`config.mk`:
```
export PLATFORM = sky130hd
export DESIGN_NAME = program_loader
export DESIGN_NICKNAME = d
export VERILOG_FILES = /design/src/rtl/mcu_pkg.sv /design/src/rtl/program_loader.sv
export SDC_FILE = /design/constraint.sdc
export NUM_CORES = 1
export LEC_CHECK = 0
export CORE_MARGIN = 2
export CORE_UTILIZATION = 27
export DETAILED_ROUTE_END_ITERATION = 10
export PLACE_DENSITY = 0.45
export SLEW_MARGIN = 15
export SYNTH_ARGS = -nofsm -noshare
export SYNTH_HDL_FRONTEND = slang
export SYNTH_SLANG_ARGS = --single-unit
```
`constraint.sdc`:
```
create_clock -name clk -period 6.6 [get_ports clk]
set_input_delay 1.32 -clock clk [delete_from_list [all_inputs] [get_ports clk]]
set_output_delay 1.32 -clock clk [all_outputs]
set_load 0.05 [all_outputs]
```
`src/rtl/mcu_pkg.sv`:
```
// Shared definitions for the program-memory loader.
//   loader_state_t : loader FSM states
//   PROG_*         : program memory geometry
//   accepts_byte() : states in which the loader takes a stream byte
package mcu_pkg;

  localparam int unsigned PROG_ADDR_W = 11;
  localparam int unsigned PROG_DATA_W = 14;
  localparam int unsigned PROG_DEPTH  = 2048;
  localparam int unsigned COUNT_W     = 12;

  typedef enum logic [3:0] {
    IDLE,
    CNT_HI,
    CNT_LO,
    DAT_HI,
    DAT_LO,
    WRITE,
    CHK,
    DONE,
    ERROR
  } loader_state_t;

  function automatic logic accepts_byte(input loader_state_t s);
    return (s == CNT_HI) || (s == CNT_LO) || (s == DAT_HI) ||
           (s == DAT_LO) || (s == CHK);
  endfunction

endpackage

```
`src/rtl/program_loader.sv`:
```
// Program memory loader: parses a host byte frame
//   count_hi, count_lo, count x (data_hi, data_lo), chk
// and writes 14-bit words to program RAM from address 0, holding the CPU in
// reset until a frame with a good 8-bit checksum has been loaded.
// Ports:
//   clk, rst           : clock, synchronous active-high reset
//   Start              : one-cycle pulse starting a load (IDLE/DONE/ERROR only)
//   Byte_in/valid/ready: byte stream handshake
//   Prog_wr_en/addr/data: program memory write port
//   Cpu_hold           : CPU held in reset
//   Load_done/error    : result of the last load (levels)
module program_loader
  import mcu_pkg::*;
#(
  parameter int unsigned ADDR_W    = PROG_ADDR_W,
  parameter int unsigned DATA_W    = PROG_DATA_W,
  parameter int unsigned MAX_WORDS = PROG_DEPTH
) (
  input  logic              clk,
  input  logic              rst,
  input  logic              Start,
  input  logic [7:0]        Byte_in,
  input  logic              Byte_valid,
  output logic              Byte_ready,
  output logic              Prog_wr_en,
  output logic [ADDR_W-1:0] Prog_addr_out,
  output logic [DATA_W-1:0] Prog_data_out,
  output logic              Cpu_hold,
  output logic              Load_done,
  output logic              Load_error
);

  loader_state_t       state_q, state_d;
  logic [7:0]          sum_q, sum_d;
  logic [ADDR_W-1:0]   addr_cnt_q, addr_cnt_d;
  logic [COUNT_W-1:0]  remaining_q, remaining_d;
  logic [3:0]          cnt_hi_q, cnt_hi_d;
  logic [5:0]          dat_hi_q, dat_hi_d;

  logic                byte_ready_q;
  logic                wr_en_q;
  logic [ADDR_W-1:0]   addr_out_q;
  logic [DATA_W-1:0]   data_out_q;
  logic                cpu_hold_q;
  logic                done_q;
  logic                error_q;

  logic                accept;
  logic                load_word;
  logic [COUNT_W-1:0]  count;
  logic [7:0]          sum_plus_byte;

  assign accept        = Byte_valid & byte_ready_q;
  assign count         = {cnt_hi_q, Byte_in};
  assign sum_plus_byte = sum_q + Byte_in;

  // Next-state and datapath update.
  always_comb begin
    state_d     = state_q;
    sum_d       = sum_q;
    addr_cnt_d  = addr_cnt_q;
    remaining_d = remaining_q;
    cnt_hi_d    = cnt_hi_q;
    dat_hi_d    = dat_hi_q;
    load_word   = 1'b0;
    unique case (state_q)
      IDLE, DONE, ERROR: begin
        if (Start) begin
          state_d    = CNT_HI;
          sum_d      = 8'h00;
          addr_cnt_d = '0;
        end
      end
      CNT_HI: begin
        if (accept) begin
          sum_d    = sum_plus_byte;
          cnt_hi_d = Byte_in[3:0];
          state_d  = (Byte_in[7:4] != 4'h0) ? ERROR : CNT_LO;
        end
      end
      CNT_LO: begin
        if (accept) begin
          sum_d       = sum_plus_byte;
          remaining_d = count;
          if (32'(count) > MAX_WORDS) state_d = ERROR;
          else if (count == '0)       state_d = CHK;
          else                        state_d = DAT_HI;
        end
      end
      DAT_HI: begin
        if (accept) begin
          sum_d    = sum_plus_byte;
          dat_hi_d = Byte_in[5:0];
          state_d  = (Byte_in[7:6] != 2'b00) ? ERROR : DAT_LO;
        end
      end
      DAT_LO: begin
        if (accept) begin
          sum_d     = sum_plus_byte;
          load_word = 1'b1;
          state_d   = WRITE;
        end
      end
      WRITE: begin
        // A full 2048-word load wraps the counter to 0; CHK follows, so no
        // write is ever issued at the wrapped address.
        addr_cnt_d  = addr_cnt_q + ADDR_W'(1);
        remaining_d = remaining_q - COUNT_W'(1);
        state_d     = (remaining_q == COUNT_W'(1)) ? CHK : DAT_HI;
      end
      CHK: begin
        if (accept) state_d = (sum_plus_byte == 8'h00) ? DONE : ERROR;
      end
      default: state_d = IDLE;
    endcase
  end

  // State and registered outputs; outputs are decoded from the next state so
  // they line up with the state they describe.
  always_ff @(posedge clk) begin
    if (rst) begin
      state_q      <= IDLE;
      sum_q        <= 8'h00;
      addr_cnt_q   <= '0;
      remaining_q  <= '0;
      cnt_hi_q     <= 4'h0;
      dat_hi_q     <= 6'h00;
      byte_ready_q <= 1'b0;
      wr_en_q      <= 1'b0;
      addr_out_q   <= '0;
      data_out_q   <= '0;
      cpu_hold_q   <= 1'b1;
      done_q       <= 1'b0;
      error_q      <= 1'b0;
    end else begin
      state_q      <= state_d;
      sum_q        <= sum_d;
      addr_cnt_q   <= addr_cnt_d;
      remaining_q  <= remaining_d;
      cnt_hi_q     <= cnt_hi_d;
      dat_hi_q     <= dat_hi_d;
      byte_ready_q <= accepts_byte(state_d);
      wr_en_q      <= (state_d == WRITE);
      cpu_hold_q   <= (state_d != DONE);
      done_q       <= (state_d == DONE);
      error_q      <= (state_d == ERROR);
      if (load_word) begin
        addr_out_q <= addr_cnt_q;
        data_out_q <= DATA_W'({dat_hi_q, Byte_in});
      end
    end
  end

  assign Byte_ready    = byte_ready_q;
  assign Prog_wr_en    = wr_en_q;
  assign Prog_addr_out = addr_out_q;
  assign Prog_data_out = data_out_q;
  assign Cpu_hold      = cpu_hold_q;
  assign Load_done     = done_q;
  assign Load_error    = error_q;

endmodule

```
# After elaboration in Yosys (flattened, before gate mapping)
# Index checks and enable logic that the tools add are counted.
# op_classes
add_sub_neg,3
mul,0
n_div,0
n_lt_le_gt_ge,1
n_eq_ne,21
n_shift,0
n_mux,22
bitwise,1
reduce_logical,19
# op_table
operator,count
$mux 4,10
$eq 4x3->1 const B,8
$pmux 4 s7,1
$pmux 12 s2,1
$pmux 11 s2,1
$eq 4x2->1 const B,4
$mux 8,2
$pmux 8 s2,1
$eq 12x1->1 const B,1
$gt 12x12->1 const B,1
$logic_not 12->1,1
$mux 12,1
$sub 12x1->12 const B,1
$add 11x1->11 const B,1
$mux 11,1
$add 8x8->8,1
$eq 4x1->1 const B,2
$eq 4x4->1 const B,2
$logic_not 8->1,1
$reduce_and 2->1,4
$reduce_bool 2->1,4
$mux 3,2
$logic_not 4->1,1
$logic_or 1x1->1,4
other kinds (9),11
# word_totals
register_bits,75
latchBits,0
ram_bits,0
romBits,0
input_bits,12
output_inout_bits,30
word_cells,80
memories,0

# Longest topological paths before layout
# logic_depth
ltp_word,10
depth_mapped,9
ltp_nobuf,9

# Least setup slack after synthesis
# No wires, ideal clock.
# synth_path
path_type,in2reg
startpoint,in Byte_in[0]
endpoint,reg done_q (netlist: Load_done)
setup_time_ns,0.059
arrival_time_ns,3.454
required_ns,6.541
slack_ns,3.087
path_stages,9
path_buffers,0
cell_sequence,ha_1 fa_1 a211oi_1 o21ba_2 o221ai_1 a211oi_2 a31oi_1 nor3_2 and2_1
# synth_between
elab_chain_len,6
elab_cells_between_ends,11
classes_between,1 x add/sub; 1 x order compare; 1 x eq/ne; 6 x mux; 2 x reduce/logical
# synth_rtl
element,line_no,text
"start, declared",program_loader.sv:22,"input logic [7:0] Byte_in,"
$add 8x8->8 or $logic_not 12->1 (tied branches),"program_loader.sv:55, program_loader.sv:86",
$logic_not 8->1 or $mux 3 (tied branches),"program_loader.sv:112, program_loader.sv:86",
$mux 4 (on tied branches),"program_loader.sv:112, program_loader.sv:85",
$mux 4 (on tied branches),"program_loader.sv:112, program_loader.sv:82",
$pmux 4 s7 (*),program_loader.sv:66,unique case (state_q)
$eq 4x3->1 (*),program_loader.sv:145,done_q <= (state_d == DONE);
"end signal, assigned",program_loader.sv:145,
"end, declared",program_loader.sv:45,logic done_q;
# Mark *: on every way between the ends. The rest lies on a longest branch, timed or not.
# A chain may end at the register's enable or synchronous reset.

# Worst setup path after layout
# layout_path
startpoint,in Byte_in[0]
endpoint,reg wr_en_q (netlist: Prog_wr_en)
# layout_between
elab_chain_len,6
elab_cells_between_ends,11
classes_between,1 x add/sub; 1 x order compare; 1 x eq/ne; 6 x mux; 2 x reduce/logical
# layout_rtl
element,line_no,text
$add 8x8->8 or $logic_not 12->1 (tied branches),"program_loader.sv:55, program_loader.sv:86",
$logic_not 8->1 or $mux 3 (tied branches),"program_loader.sv:112, program_loader.sv:86",
$mux 4 (on tied branches),"program_loader.sv:112, program_loader.sv:85",
$mux 4 (on tied branches),"program_loader.sv:112, program_loader.sv:82",
$pmux 4 s7 (*),program_loader.sv:66,
$eq 4x3->1 (*),program_loader.sv:143,wr_en_q <= (state_d == WRITE);
"end signal, assigned",program_loader.sv:143,
"end, declared",program_loader.sv:41,logic wr_en_q;
# Marks and branches as above.

==> flow_summary.yaml <==
critical_path:
  r2r_setup_slack_ns: 3.72
  criticalPathCategory: "primary input to flop"
  r2r-end: "Prog_wr_en"
  crit_fanout: 6
  crit_required_ns: 6.89
  cp-start-kind: "primary input"
  reg2regPathDepth: 9
  crit_path_end_kind: "flop"
  critPathArrivalTime_ns: 4.45
  r2r-start: "sum_q[0]"
floorplanning:
  dieArea_um2: 14500
  coreArea_um2: 13200
  die_h_um: 120
  die_x_um: 120
  rows: 42
  ios: 42
  initial_core_util: 0.277
synth:
  synthTopCellsByArea: "dfxtp_1, a21oi_1, nand2_1"
  ys.flop_type: "dfxtp_1"
  synth.avg_cell_area_um2: 8.18
  synth_edf_count: 0
  async_reset_ff_frac: 0
  synth_cells: 448
  syn_area_um2: 3660
  ys_types: 62
  synth_nets: 471
  synth_common_cells: "dfxtp_1, nand2_1, nor2_1"
  yosys_warnings: 0
  ys_seq_area_frac: 0.410
  ys_ff_latch: 75
  yosysTopAreaCell: "dfxtp_1"
  synth.most_common_cell: "dfxtp_1"
  yosysTopAreaCellShare: 0.410
clock_network:
  root_buffer: "clkbuf_16"
  ctsResizeCount: 0
  cts_setup_buffers: 0
  cts.reportedPaths.clkPinSlew_ns: 0.06
  cts_hold_buf: 0
  cts_tree: "built"
  clock_sinks: 75
  clk_latency_ns: 0.35
  cts_inserted_buffers: 9
  cts_buffer_depth: 2
  cts_max_level: 3
timing:
  setup_viol: 0
  fin_setup_tns_ns: 0
  tightest_slew_ns: 1.07
  fin_crit_sh: 0.631
  slew_headroom: 0.280
  period_needed_ns: 4.16
  rsz0062_at_grt: "no"
  max_clock_freq_mhz: 240
  finClkSkew_ns: 0.00681
  finalMaxSlewViolations: 0
  hold_viol_final: 0
flow_run:
  drv_cap: 0
run_status:
  run_status: "finished clean"
placed_design:
  dpl.hpwl_um: 7060
  gp_congestion: 0.832
  place.port_buffers: 41
finish:
  fillers: 1445
  multiInputGateArea_um2: 2030
  ff_latch_area_um2: 1500
  syn_to_final_growth_pct: 23.1
  drive_above_1_share: 0.0905
  post-route-util: 0.341
  antennaDiodeCount: 0
  nets: 505
global_route:
  antenna_found_initial: 0
  grt_pass1_vias: 3171
  grt_start_max_net_pins: 49
  gr-usage-all-layers: 0.149
  grt.overflow.total: 0
  grt_pass1_wl_um: 16700
power:
  power.leakage_uw: 0.00151
  netSwitchingPower_uw: 251
  seq_power_share: 0.445
  ir_drop_uv: 109
  intPower_uw: 785
  clkPwrFrac: 0.478
  combPwrFrac: 0.077
  switching_share: 0.243
  p_total_uw: 1040
  powerDensity_nw_per_um2: 230
route:
  ant_nets: 0
  drt-wirelength-per-cell_um: 15.5
  postRouteWirelength_um: 10300
  route.detailed.vias_per_inst: 4.99
  vias: 3305
  dr.pass1.iters: 4
  drcViolationCount: 0
  drtIter0Drc: 178
worst_hold_path:
  worstHoldEndpoint: "Prog_data_out[12]"
  min_delay_path_depth: 2
  hold_class: "flop to flop"
  hold_start: "Prog_data_out[12]"
[cell type report]
cell class,count,area share
timing repair buffer,46,0.0982
multi-input combinational,344,0.450
clock inverter,4,0.0114
inverter,6,0.00499
sequential,75,0.333
tap,176,0.0488
clock buffer,11,0.0538
[per-stage QoR]
stage | cells | worst slack (ns) | cell area, um^2 | hold WS [ns]
2_1_floorplan | 448 | 3.09 | 3660 | 0.431
3_3_place_gp | 647 | 2.24 | 4220 | 0.444
5_1_grt | 662 | 2.16 | 4510 | 0.473
4_1_cts | 662 | 2.42 | 4510 | 0.458
3_5_place_dp | 647 | 2.09 | 4220 | 0.450
6_report | 662 | 2.44 | 4510 | 0.454
[worst max path at each step]
stage	from	cells after the start	slack [ns]	to
3_5_place_dp	Byte_in[0]	10	2.09	Prog_wr_en
4_1_cts	Byte_in[0]	10	2.42	Load_done
2_1_floorplan	Byte_in[0]	9	3.09	Load_done
5_1_grt	Byte_in[0]	10	2.16	Load_done
3_3_place_gp	Byte_in[0]	10	2.24	Load_done
6_report	Byte_in[0]	10	2.44	Prog_wr_en
[cell usage in the layout, fill, tap and decap left out, types with 4 or more instances in the layout]
cell type	count
nor2_1	58
o21ai_0	15
a21oi_1	54
nand3_1	14
mux2i_1	7
a221oi_1	5
clkbuf_16	9
nand4_1	5
a22oi_1	10
clkdlybuf4s50_1	40
buf_4	5
and3_1	4
ha_1	10
inv_1	6
xor2_1	5
dfxtp_1	75
nor3_1	5
o22ai_1	4
o211ai_1	5
and2_1	4
a31oi_1	5
nor3b_1	5
nand2_1	71
[state kept, by name (all words and copies together), names as in the netlist]
register / cells
Prog_wr_en: 1
remaining_q: 12
Load_done: 1
addr_cnt_q: 11
Cpu_hold: 1
dat_hi_q: 6
cnt_hi_q: 4
Prog_addr_out: 11
Byte_ready: 1
Load_error: 1
state_q: 4
sum_q: 8
Prog_data_out: 14
[metal layers]
layer | part of all wire | global-route usage | vias up
met5 | 0 | 0 | -
met4 | 0.019 | 0.0712 | 0
met3 | 0.037 | 0.0302 | 12
met2 | 0.45 | 0.226 | 49
met1 | 0.49 | 0.204 | 1564
li1 | - | - | 1680
[kinds of logic after synthesis]
kind of cell | synth area share
AOI/OAI and AO/OA | 0.219
xor gates and xnor gates | 0.0143
adders and majority gates | 0.0396
buffers and inverters | 0.0376
DFF | 0.410
muxes | 0.0253
and+or+nand+nor | 0.254
[worst max-delay path: stages]
cell and delay [ns]:
clkdlybuf4s50_1 0.54, ha_1 0.31, fa_1 0.42, a211oi_1 0.40
o21ba_2 0.23, o221ai_1 0.13, a211oi_2 0.44, a31oi_1 0.26
nor3_2 0.25, and2_1 0.15
[power by group through the flow]
stage                     Clock, uW  Sequential, uW  Combinational [uW]
after detailed placement          0             471                79.3
after global placement            0             471                79.7
after CTS                       509             461                79.7
after global routing            530             461                86.8
after floorplan                   0             471                51.5
final                           496             461                79.5
Power figures use the tool's default switching activity.
